===== config.mk =====
export PLATFORM = sky130hd
export DESIGN_NAME = display_scan_ctrl
export DESIGN_NICKNAME = d
export VERILOG_FILES = /design/src/rtl/display_pkg.sv /design/src/rtl/bin2bcd_serial.sv /design/src/rtl/display_scan_ctrl.sv
export SDC_FILE = /design/constraint.sdc
export NUM_CORES = 1
export LEC_CHECK = 0
export ABC_AREA = 1
export CAP_MARGIN = 10
export CORE_UTILIZATION = 47
export CTS_CLUSTER_DIAMETER = 50
export DETAILED_ROUTE_END_ITERATION = 16
export PLACE_DENSITY = 0.7
export SLEW_MARGIN = 30
export SYNTH_ARGS = -nofsm -noshare
export SYNTH_HDL_FRONTEND = slang
export SYNTH_HIERARCHICAL = 1
export SYNTH_SLANG_ARGS = --single-unit

===== constraint.sdc =====
create_clock -name clk -period 1.6 [get_ports clk]
set_clock_uncertainty 0.15 [all_clocks]
set_input_delay 0.32 -clock clk [delete_from_list [all_inputs] [get_ports clk]]
set_output_delay 0.32 -clock clk [all_outputs]
set_load 0.03 [all_outputs]

===== src/rtl/display_pkg.sv =====
// Shared definitions for the 7-segment scan controller: blank code,
// sequencer state encoding and an index-width helper.
package display_pkg;

  // BCD code the downstream decoder turns into "all segments off".
  localparam logic [3:0] BCD_BLANK = 4'hF;

  typedef enum logic [1:0] {
    S_IDLE    = 2'd0,
    S_CONVERT = 2'd1,
    S_COMMIT  = 2'd2
  } state_e;

  // Bits needed to count/index 0..n-1; never less than one bit.
  function automatic int idx_width(input int n);
    return (n > 1) ? $clog2(n) : 1;
  endfunction

endpackage


===== src/rtl/bin2bcd_serial.sv =====
// Serial binary-to-BCD converter (shift-add-3, one input bit per clock).
// Carries out of the top nibble are folded into a sticky overflow flag.
module bin2bcd_serial
  import display_pkg::*;
#(
  parameter int DATA_W     = 14,
  parameter int NUM_DIGITS = 4
) (
  input  logic                    clk,
  input  logic                    rst,
  input  logic                    start_i,
  input  logic [DATA_W-1:0]       value_i,
  output logic                    busy_o,
  output logic                    done_o,
  output logic [4*NUM_DIGITS-1:0] bcd_o,
  output logic                    ovf_o
);

  localparam int BCD_W = 4 * NUM_DIGITS;
  localparam int CNT_W = idx_width(DATA_W + 1);

  logic [DATA_W-1:0] bin_q, bin_d;
  logic [BCD_W-1:0]  bcd_q, bcd_d, adj;
  logic              ovf_q, ovf_d;
  logic [CNT_W-1:0]  cnt_q, cnt_d;

  // Datapath next state: capture on start, otherwise adjust-and-shift while bits remain.
  // NOTE: every variable gets a default before any branch so no latch can be inferred.
  always_comb begin
    adj   = bcd_q;
    bin_d = bin_q;
    bcd_d = bcd_q;
    ovf_d = ovf_q;
    cnt_d = cnt_q;
    for (int i = 0; i < NUM_DIGITS; i++) begin
      if (bcd_q[4*i +: 4] >= 4'd5) adj[4*i +: 4] = bcd_q[4*i +: 4] + 4'd3;
    end
    if (start_i) begin
      bin_d = value_i;
      bcd_d = '0;
      ovf_d = 1'b0;
      cnt_d = CNT_W'(DATA_W);
    end else if (cnt_q != '0) begin
      bin_d = bin_q << 1;
      bcd_d = {adj[BCD_W-2:0], bin_q[DATA_W-1]};
      // The bit leaving the top nibble is a carry into a digit we do not have.
      ovf_d = ovf_q | adj[BCD_W-1];
      cnt_d = cnt_q - CNT_W'(1);
    end
  end

  // Datapath registers.
  // NOTE: sequential state uses non-blocking '<=' so all registers update together.
  always_ff @(posedge clk or posedge rst) begin
    if (rst) begin
      bin_q <= '0;
      bcd_q <= '0;
      ovf_q <= 1'b0;
      cnt_q <= '0;
    end else begin
      bin_q <= bin_d;
      bcd_q <= bcd_d;
      ovf_q <= ovf_d;
      cnt_q <= cnt_d;
    end
  end

  assign busy_o = (cnt_q != '0);
  // High during the clock whose edge performs the final shift.
  assign done_o = (cnt_q == CNT_W'(1));
  assign bcd_o  = bcd_q;
  assign ovf_o  = ovf_q;

endmodule


===== src/rtl/display_scan_ctrl.sv =====
// 7-segment display sequencer: load/busy handshake into a serial BCD
// converter, atomic commit into digit registers, and a free-running scan
// that multiplexes one digit at a time onto the shared decoder.
module display_scan_ctrl
  import display_pkg::*;
#(
  parameter int NUM_DIGITS = 4,
  parameter int DATA_W     = 14,
  parameter int SCAN_DIV   = 50000
) (
  input  logic                  clk,
  input  logic                  rst,
  input  logic                  load,
  input  logic [DATA_W-1:0]     value,
  input  logic                  blank_lz,
  output logic                  busy,
  output logic                  done,
  output logic                  overflow,
  output logic [3:0]            bcd_out,
  output logic [NUM_DIGITS-1:0] digit_en
);

  localparam int BCD_W  = 4 * NUM_DIGITS;
  localparam int IDX_W  = idx_width(NUM_DIGITS);
  localparam int SCAN_W = idx_width(SCAN_DIV);

  state_e state_q, state_d;

  logic             conv_start, conv_busy, conv_done, conv_ovf, commit;
  logic [BCD_W-1:0] conv_bcd;

  logic [NUM_DIGITS-1:0][3:0] digit_q;
  logic                       ovf_q, done_q;

  logic [SCAN_W-1:0]     scan_q, scan_d;
  logic [IDX_W-1:0]      idx_q, idx_d;
  logic [NUM_DIGITS-1:0] upper_zero;
  logic [3:0]            bcd_out_q, bcd_out_d;
  logic [NUM_DIGITS-1:0] digit_en_q, digit_en_d;

  bin2bcd_serial #(
    .DATA_W     (DATA_W),
    .NUM_DIGITS (NUM_DIGITS)
  ) u_conv (
    .clk     (clk),
    .rst     (rst),
    .start_i (conv_start),
    .value_i (value),
    .busy_o  (conv_busy),
    .done_o  (conv_done),
    .bcd_o   (conv_bcd),
    .ovf_o   (conv_ovf)
  );

  // Sequencer state register.
  always_ff @(posedge clk or posedge rst) begin
    if (rst) state_q <= S_IDLE;
    else     state_q <= state_d;
  end

  // Sequencer next state; a converter that went idle mid-conversion drops back to IDLE.
  always_comb begin
    state_d = state_q;
    case (state_q)
      S_IDLE:    if (load) state_d = S_CONVERT;
      S_CONVERT: begin
        if (conv_done)       state_d = S_COMMIT;
        else if (!conv_busy) state_d = S_IDLE;
      end
      S_COMMIT:  state_d = S_IDLE;
      default:   state_d = S_IDLE;
    endcase
  end

  // Sequencer outputs: loads are accepted only from IDLE.
  always_comb begin
    busy       = (state_q != S_IDLE);
    conv_start = (state_q == S_IDLE) && load;
    commit     = (state_q == S_COMMIT);
  end

  // Digit registers and status, updated only at commit so partial results never show.
  // NOTE: the digit bank is reset because the display must read 0 straight out of reset.
  always_ff @(posedge clk or posedge rst) begin
    if (rst) begin
      digit_q <= '0;
      ovf_q   <= 1'b0;
      done_q  <= 1'b0;
    end else begin
      done_q <= commit;
      if (commit) begin
        ovf_q   <= conv_ovf;
        digit_q <= conv_ovf ? {NUM_DIGITS{BCD_BLANK}} : conv_bcd;
      end
    end
  end

  // Scan divider and digit index next state; runs regardless of sequencer state.
  always_comb begin
    scan_d = scan_q + SCAN_W'(1);
    idx_d  = idx_q;
    if (scan_q == SCAN_W'(SCAN_DIV - 1)) begin
      scan_d = '0;
      idx_d  = (idx_q == IDX_W'(NUM_DIGITS - 1)) ? '0 : idx_q + IDX_W'(1);
    end
  end

  // Leading-zero blanking (blank_lz is used live) and one-hot-low enable for the current digit.
  always_comb begin
    upper_zero = '0;
    upper_zero[NUM_DIGITS-1] = (digit_q[NUM_DIGITS-1] == 4'd0);
    for (int i = NUM_DIGITS - 2; i >= 0; i--) begin
      upper_zero[i] = upper_zero[i+1] && (digit_q[i] == 4'd0);
    end
    bcd_out_d = digit_q[idx_q];
    if ((idx_q != '0) && blank_lz && upper_zero[idx_q]) bcd_out_d = BCD_BLANK;
    digit_en_d = ~(NUM_DIGITS'(1) << idx_q);
  end

  // Scan registers; bcd_out and digit_en change on the same edge.
  always_ff @(posedge clk or posedge rst) begin
    if (rst) begin
      scan_q     <= '0;
      idx_q      <= '0;
      bcd_out_q  <= BCD_BLANK;
      digit_en_q <= '1;
    end else begin
      scan_q     <= scan_d;
      idx_q      <= idx_d;
      bcd_out_q  <= bcd_out_d;
      digit_en_q <= digit_en_d;
    end
  end

  assign done     = done_q;
  assign overflow = ovf_q;
  assign bcd_out  = bcd_out_q;
  assign digit_en = digit_en_q;

endmodule


; Word-level counts from Yosys, hierarchy flattened
; Index checks and enable logic that the tools add are counted.
[word_totals]
reg_bits = 81
inputBits = 18
wordCells = 77
[classes]
addsub = 7
order_cmp = 5
eq_ne = 7
shift = 1
mux = 24
bitwise_logic = 2
reduce_logical = 16
[ops]
columns = op, count
row1 = two-way mux 16 bit, 4
row2 = two-way mux 4 bit, 8
row3 = two-way mux 14 bit, 2
row4 = "adder 16 x 1 -> 16 bit, second input constant", 1
row5 = "adder 4 x 2 -> 4 bit, second input constant", 4
row6 = "== test 16 bit, second input constant", 1
row7 = ">= comparator 4 x 3 -> 1 bit, second input constant", 4
row8 = zero test 4 bit, 4
row9 = binary-select mux 4 bit (select 2 bit), 1
row10 = two-way mux 2 bit, 4
row11 = logical AND 1 bit, 6
row12 = nonzero test 2 bit, 3
row13 = "== test 2 bit, second input constant", 2
row14 = "== test 4 x 1 -> 1 bit, second input constant", 1
row15 = NOT 4 bit, 1
row16 = case mux 2 bit (2 select lines), 1
row17 = nonzero test 4 bit, 1
row18 = "left shift 1 x 2 -> 4 bit, first input constant", 1
row19 = "subtractor 4 x 1 -> 4 bit, second input constant", 1
row20 = "< comparator 2 x 3 -> 1 bit, second input constant", 1
row21 = two-way mux 1 bit, 3
row22 = "!= test 3 bit, second input constant", 1
row23 = "adder 2 x 1 -> 2 bit, second input constant", 1
row24 = binary-select mux 1 bit (select 2 bit), 1
row25 = other kinds (5), 5

; Depth between registers and ports, before layout
; Gate-level depths: netlist (run 1).
[depth]
depth_word = 8
mapped_depth = 10
ltp_nobuf = 9

; By module
; The synthesis (run 1) kept the hierarchy.
[modules_own_cells]
columns = mod, n_inst, cells_per_inst, area_per_inst_um2
row1 = display_scan_ctrl, 1, 277, 2249.7
row2 = bin2bcd_serial, 1, 238, 1935.6

; Least setup slack after synthesis (run 1)
; No wires, ideal clock.
[synth_timing]
kind = register to register
from = register state_q[1]
to = register u_conv.bcd_q[2] (netlist: u_conv/bcd_o[2])
t_arrival_ns = 1.435
required_time_ns = 1.326
path_slack_ns = -0.109
stages_incl_launch_ff = 11
period_less_slack_ns = 1.709
path_cell_list = dfrtp_1 -> inv_1 -> nand2_1 -> nor2_1 -> buf_4 -> inv_2 -> nand2_4 -> inv_4 -> buf_6 -> o211ai_1 -> nand2_1
[synth_between]
elab_chain_cells = 3
elab_cells_between_ends = 4
cone_classes = mux: 1 / reduce/logical: 3
[synth_rtl]
columns = element, line
row1 = start: declaration, display_scan_ctrl.sv:27  ; state_e state_q, state_d;
row2 = start signal: assignment, display_scan_ctrl.sv:58  ; else state_q <= state_d;
row3 = zero test 2 bit *, display_scan_ctrl.sv:78  ; conv_start = (state_q == S_IDLE) && load;
row4 = logical AND 1 bit *, display_scan_ctrl.sv:78
row5 = via conv_start, display_scan_ctrl.sv:29  ; logic conv_start, conv_busy, conv_done, conv_ovf, commit;
row6 = two-way mux 16 bit / nonzero test 2 bit (equally long branches), --
row7 = end signal: assignment, bin2bcd_serial.sv:57  ; bcd_q <= '0;
row8 = end signal: assignment, bin2bcd_serial.sv:62  ; bcd_q <= bcd_d;
row9 = end: declaration, bin2bcd_serial.sv:23  ; logic [BCD_W-1:0] bcd_q, bcd_d, adj;
; Mark *: on every way through the listed nets, which the timed path passes. The rest lies on a longest branch.
; A chain may end at the register's enable or synchronous reset.

; Final worst setup path (run 1)
[layout_timing]
from = register scan_q[0]
to = register scan_q[15]
[layout_between]
elab_chain_cells = 2
elab_cells_between_ends = 3
cone_classes = add/sub: 1 / eq/ne: 1 / mux: 1
[layout_rtl]
columns = element, line
row1 = start: declaration, display_scan_ctrl.sv:35  ; logic [SCAN_W-1:0] scan_q, scan_d;
row2 = start signal: assignment, display_scan_ctrl.sv:128  ; scan_q <= scan_d;
row3 = adder 16 x 1 -> 16 bit / == test 16 bit (equally long branches), "display_scan_ctrl.sv:100, display_scan_ctrl.sv:102"
row4 = two-way mux 16 bit *, display_scan_ctrl.sv:102  ; if (scan_q == SCAN_W'(SCAN_DIV - 1)) begin
row5 = via scan_d[15], display_scan_ctrl.sv:35
; Marked as above.

==> qor.csv, run 1 <==
stage,metric,value,unit
logic_synthesis,sequential share of the synthesized area,0.487,
worst_setup_path,crit-path max FO,4,
logic_synthesis,Yosys warning count,6,
floorplanning,num ports,29,
logic_synthesis,Mapped Area,0.00419,mm^2
global_routing,initial antenna violation count,0,
worst_setup_path,"Arr. time, crit path",1610,ps
timing,Rel. slew slack,0.686,
detailed_routing,Remaining DRCs,0,
global_routing,GRT overflow,0,
floorplanning,die area,0.00929,mm^2
floorplanning,Std-Cell Rows,34,
timing,"crit path setup slack, layout",70.7,ps
outcome,status,"finished, final reports clean",
logic_synthesis,Syn Nets,549,
global_routing,number of global-route vias before repair,3163,
global_routing,pin count of the biggest net entering global routing,47,
clock_tree,clock-pin transition on the worst setup and hold timing paths,90,ps
timing,max-slew violation count,0,
pwr,Cell Pwr Density,1500,mW/mm^2
clock_tree,clock root buffer,clkbuf_8,
worst_setup_path,"Slowest-stage cell, CP",dfrtp_1,
worst_setup_path,CP Launch Type,flop,
placed_design,pre-CTS setup slack,-218,ps
worst_setup_path,crit-path max cell delay,400,ps
floorplanning,starting density of the core,0.482,
finish,layout cells sized above 1,0.161,
detailed_routing,Via Count,3371,
worst_setup_path,cell mode on critical path,nand2_2,
detailed_routing,vias per inst,5.00,
placed_design,placed wire-length estimate,5.81,mm
worst_setup_path,Crit Path Class,reg2reg,
logic_synthesis,Synth top area share,0.436,
global_routing,gr usage total,0.189,
clock_tree,CTS H-tree lvls,3,
worst_setup_path,Crit. End Element,flop,
logic_synthesis,synthesized flop and latch total,81,
placed_design,placed insts,656,
pwr,P_leak,0.00239,uW
detailed_routing,met2 WL post-DR,3.95,mm
finish,Fill cells,797,
logic_synthesis,Syn Area/Cell,8.13,um^2
timing,measured slew at the worst slew-check pin,471,ps
clock_tree,Max Root-Sink Buffers,2,
clock_tree,clock sinks,81,
finish,"non-filler cells, final",674,
detailed_routing,ANT nets after route,0,
clock_tree,CTS Buf Count,9,
clock_tree,CTS tree,done,
floorplanning,die span in y,96.4,um
logic_synthesis,Area contributors post-synth,"dfrtp_1, nand2_1, inv_1",
timing,Final min period,1530,ps
global_routing,first-pass GRT wire length,13.6,mm
logic_synthesis,"area leader, netlist",dfrtp_1,
hold_path,Hold Path Class,in2async,
detailed_routing,Top Layer Used,met4,
finish,"commonest non-fill, non-tap cells in the layout","nand2_1, dfrtp_1, inv_1, o21ai_0, nor2_1",
timing,period utilization,0.956,
timing,final setup vio count,0,
worst_setup_path,CP Cell Sequence,"ha_2, nand2_2, inv_1, nand2_2, nor2_2, nand2_2, inv_2, nor2_1",
worst_setup_path,Worst Path Buf+Inv,2,
detailed_routing,wire length per cell,12.0,um
worst_setup_path,Crit path required time,1680,ps
detailed_routing,metal3 WL,218,um
timing,setup_tns,0,ps
placed_design,Placer Congestion,0.820,
logic_synthesis,Cells after Synth,515,
finish,ant diodes,0,
finish,area grow syn2layout,17.3,%
finish,final net count,595,
timing,fmax,0.654,GHz
clock_tree,Worst-Skew Late Latency,340,ps
timing,Fin. Hold Viols,0,
detailed_routing,TritonRoute pass-1 iters,5,
clock_tree,Hold Buf Count CTS,0,
pwr,Peak VDD IR,0.589,mV
worst_setup_path,cell family with most CP delay,simple AND/OR/NAND/NOR gates,
logic_synthesis,post-synthesis cell type count,32,
finish,"most common cell after layout, fill and taps aside",nand2_1,
floorplanning,Core Region,0.00868,mm^2
floorplanning,Horiz. Die Dim,96.4,um
placed_design,PortBufs,28,
detailed_routing,WL met1,3.82,mm
flow_run,# Max-Cap Violations,0,
detailed_routing,initial drt markers,229,
detailed_routing,drt total wl,8.08,mm
-- state kept, by name, summed over array words and instances, names as in the netlist --
register	flops
digit_q	16
scan_q	16
u_conv/bcd_o	16
u_conv/bin_q	14
bcd_out	4
digit_en	4
u_conv/cnt_q	4
idx_q	2
state_q	2
done	1
overflow	1
u_conv/ovf_o	1
-- metal layers --
layer,vias to the layer above,track usage
li1,1730,-
met1,1574,0.237
met2,58,0.323
met3,9,0.0316
met4,0,0.0748
met5,-,0
-- per-stage QoR --
stage	power (uW)	util	area, um^2	hold WS (ps)
2_1_floorplan	5170	-	4190	281
5_1_grt	8020	0.566	4910	221
3_5_place_dp	5920	0.538	4670	318
6_report	7380	0.566	4910	188
3_3_place_gp	5780	0.538	4670	296
4_1_cts	7350	0.560	4860	181
-- cell usage after synthesis, drive strengths merged --
library cell  count
a21oi            13
a22oi             1
a31oi             1
buf              11
clkbuf            2
dfrtp            73
dfstp             8
ha               16
inv              79
nand2           134
nand3            29
nand3b            1
nand4             8
nor2             50
nor3              3
nor3b             1
o211ai           14
o21ai            62
o22ai             1
or2               1
xor2              7
-- logic make-up (layout without fill, tap and decap cells) --
| family | Yosys count | in the layout | share of synthesized area |
|---|---|---|---|
| and+or+nand+nor | 227 | 227 | 0.239 |
| adders and majority gates | 16 | 16 | 0.0478 |
| buffers and inverters | 92 | 143 | 0.0921 |
| xor gates and xnor gates | 7 | 7 | 0.0146 |
| AOI/OAI and AO/OA | 92 | 92 | 0.120 |
| DFF | 81 | 81 | 0.487 |
-- layout make-up --
type | instances | area [um^2] | area share
Clock buffer | 10 | 138 | 0.0280
Inverter | 79 | 302 | 0.0614
Multi-Input combinational cell | 342 | 1810 | 0.368
Tap cell | 108 | 135 | 0.0275
Timing Repair Buffer | 48 | 439 | 0.0894
Sequential cell | 81 | 2040 | 0.415
Clock inverter | 6 | 50.0 | 0.0102
-- worst reg2reg max path: stages (launching register included) --
cell and delay [ps]:
dfrtp_1 400, ha_2 200, nand2_2 70, inv_1 90
nand2_2 90, nor2_2 160, nand2_2 100, inv_2 100
nor2_1 50
-- report_power, final --
group	switching, uW	total (uW)	leakage (uW)	internal, uW
registers	478	3170	0.00102	2700
clock network	783	1410	0.0000899	626
logic	1660	2790	0.00128	1140
total	2920	7380	0.00239	4460
-- timing repair --
item,CTS,global route
setup buffers,0,2
pin swaps,0,5
gates resized for setup,2,19
hold endpoints to repair,0,0
setup endpoints to repair,2,44
-- path summary, 6_finish.rpt --
check | slack [ps] | end | start | cells past startpoint
hold / removal | 190 | scan_q[0]$_DFF_PP0_ | rst | 3
max in group asynchronous | 850 | bcd_out[0]$_DFF_PP1_ | rst | 3
setup / recovery | 70 | scan_q[15]$_DFF_PP0_ | scan_q[0]$_DFF_PP0_ | 8
setup reg to reg | 70 | scan_q[15]$_DFF_PP0_ | scan_q[0]$_DFF_PP0_ | 8
hold reg to reg | 340 | state_q[1]$_DFFE_PP0P_ | state_q[1]$_DFFE_PP0P_ | 1
min in group clk | 340 | state_q[1]$_DFFE_PP0P_ | state_q[1]$_DFFE_PP0P_ | 1
Note: power is estimated with default switching activity, not from simulation.
==> inputs of run 2 (changes only) <==
CTS_CLUSTER_DIAMETER = 40   (was 50)
SETUP_SLACK_MARGIN = 0.02   (was default)
==> run 2 against run 1 <==
Effect of this change:
- sequential cell count unchanged
- cell count grew 0.45%
- clock power fell by 4%
- critical path depth decreased by 5
- sequential power hardly changed
- sequential share of layout area down 0.084 points
- power down 0.44%
- routed wire length rose by 0.82%
- register-to-register slack improved by 60 ps
- combinational power grew 1%
==> qor.csv, run 2 (synthesized netlist as in run 1, its figures left out) <==
stage,metric,value,unit,change
global_routing,GRT overflow,0,,unchanged
placed_design,placed wire-length estimate,5.84,mm,+0.50%
flow_run,# Max-Cap Violations,0,,unchanged
floorplanning,Horiz. Die Dim,96.4,um,unchanged
detailed_routing,drt total wl,8.14,mm,+0.82%
pwr,Peak VDD IR,0.560,mV,-4.9%
clock_tree,Max Root-Sink Buffers,2,,unchanged
detailed_routing,TritonRoute pass-1 iters,4,,-1
detailed_routing,Remaining DRCs,0,,unchanged
timing,RSZ-0062 raised after global routing,true,,
clock_tree,Hold Buf Count CTS,0,,unchanged
placed_design,Placer Congestion,0.800,,-2.5%
global_routing,number of global-route vias before repair,3146,,-0.54%
clock_tree,clock root buffer,clkbuf_8,,
worst_setup_path,CP Launch Type,flop,,
global_routing,gr usage total,0.193,,+0.00388
global_routing,initial antenna violation count,0,,unchanged
clock_tree,CTS tree,done,,
timing,Final min period,1510,ps,-19.9 ps
worst_setup_path,crit-path max FO,3,,-1
finish,Final Util,0.567,,+0.00115
detailed_routing,Via Count,3367,,-0.12%
timing,measured slew at the worst slew-check pin,463,ps,-7.74 ps
clock_tree,clock sinks,81,,unchanged
timing,period utilization,0.943,,-0.0124
pwr,P_leak,0.00239,uW,about the same
worst_setup_path,Crit Path Class,reg2out,,
finish,layout cells sized above 1,0.172,,+0.0115
finish,final net count,598,,+0.50%
floorplanning,starting density of the core,0.482,,unchanged
finish,area grow syn2layout,17.5,%,
finish,Fill cells,793,,-0.50%
clock_tree,CTS H-tree lvls,3,,unchanged
global_routing,pin count of the biggest net entering global routing,47,,unchanged
clock_tree,Worst-Skew Late Latency,360,ps,+20 ps
timing,final setup vio count,0,,unchanged
floorplanning,Core Region,0.00868,mm^2,unchanged
pwr,Final Power,7340,uW,-0.44%
detailed_routing,initial drt markers,116,,-49%
worst_setup_path,Crit. End Element,primary output,,
placed_design,PortBufs,28,,unchanged
detailed_routing,ANT nets after route,0,,unchanged
timing,fmax,0.662,GHz,+1.3%
finish,"most common cell after layout, fill and taps aside",nand2_1,,
clock_tree,CTS Buf Count,9,,unchanged
timing,Fin. Hold Viols,0,,unchanged
timing,Rel. slew slack,0.691,,+0.00516
floorplanning,Std-Cell Rows,34,,unchanged
clock_tree,clock-pin transition on the worst setup and hold timing paths,90,ps,about the same
floorplanning,die span in y,96.4,um,unchanged
worst_setup_path,"Arr. time, crit path",1040,ps,-570 ps
worst_setup_path,Crit path required time,1130,ps,-550 ps
worst_setup_path,Worst Reg-to-Reg Cells,7,,-1
detailed_routing,vias per inst,4.97,,-0.56%
worst_setup_path,r2r endpoint,u_conv/bcd_o[4]$_DFFE_PP0P_,,
worst_setup_path,Reg2Reg Setup Slack,130,ps,+60 ps
global_routing,first-pass GRT wire length,13.7,mm,+1.1%
timing,max-slew violation count,0,,unchanged
finish,"commonest non-fill, non-tap cells in the layout","nand2_1, dfrtp_1, inv_1, o21ai_0, nor2_1",,
outcome,status,"finished, final reports clean",,
finish,ant diodes,0,,unchanged
pwr,Cell Pwr Density,1490,mW/mm^2,-0.64%
worst_setup_path,reg2reg start,u_conv/cnt_q[1]$_DFFE_PP0P_,,
hold_path,Hold Path Class,in2async,,
floorplanning,die area,0.00929,mm^2,unchanged
floorplanning,num ports,29,,unchanged
detailed_routing,wire length per cell,12.0,um,+0.37%
## run 2: changes by cell type in the layout (fill, tap and decap cells not counted), sizes merged
cell / delta
clkinv: +1
inv: -3
buf: +3
dlygate4sd2: -1
clkinvlp: +1
clkbuf: +2
## run 2: metal layers
metal / track usage / wire [um] / part of all wire / vias up
met1: 0.239 / 3810 / 0.47 / 1556
met2: 0.329 / 3950 / 0.49 / 60
met5: 0 / 0 / 0 / -
met4: 0.0600 / 55 / 0.0068 / 0
met3: 0.0474 / 318 / 0.039 / 4
li1: - / - / - / 1747
## run 2: area by class of cell
type	instances	area (um^2)	share of cell area
Clock inverter	5	32.5	0.00661
Inverter	79	304	0.0618
Tap cell	108	135	0.0275
Sequential cell	81	2040	0.414
Timing Repair Buffer	51	462	0.0938
Multi-Input combinational cell	342	1810	0.367
Clock buffer	11	141	0.0287
## run 2: where the power goes
group / internal (uW) / switching, uW
combinational: 1160 / 1670
clock: 601 / 756
sequential: 2700 / 461
## run 2: critical path, stage by stage, from the launching register on
cell and delay [ps]:
dfrtp_1 410, inv_2 90, nand2_4 60, buf_6 130
## run 2: through the flow
stage	cell area (um^2)	TNS (ps)	std cells	hold slack, ps	setup slack [ps]
floorplan	4190	0	515	291	21.8
detailed placement	4680	-6030	657	320	-212
global route	4920	0	677	209	14.6
CTS	4850	0	673	177	13.7
finish	4920	0	677	174	90.5
global placement	4680	-5200	657	314	-188
## run 2: worst max path at each step
stage                           start                     endpoint  cells after the start
2_1_floorplan  state_q[0]$_DFFE_PP0P_  u_conv/bcd_o[2]$_DFFE_PP0P_                     10
3_3_place_gp                     load  u_conv/bcd_o[4]$_DFFE_PP0P_                      8
3_5_place_dp                     load  u_conv/bin_q[3]$_DFFE_PP0P_                      8
4_1_cts          overflow$_DFFE_PP0P_                     overflow                      1
5_1_grt           scan_q[1]$_DFF_PP0_          scan_q[9]$_DFF_PP0_                      8
6_report       state_q[1]$_DFFE_PP0P_                         busy                      3
## run 2: repair_timing
action,in CTS,in global routing
gates resized for setup,4,23
pin swaps,0,5
setup buffers,0,4
setup endpoints to repair,4,39
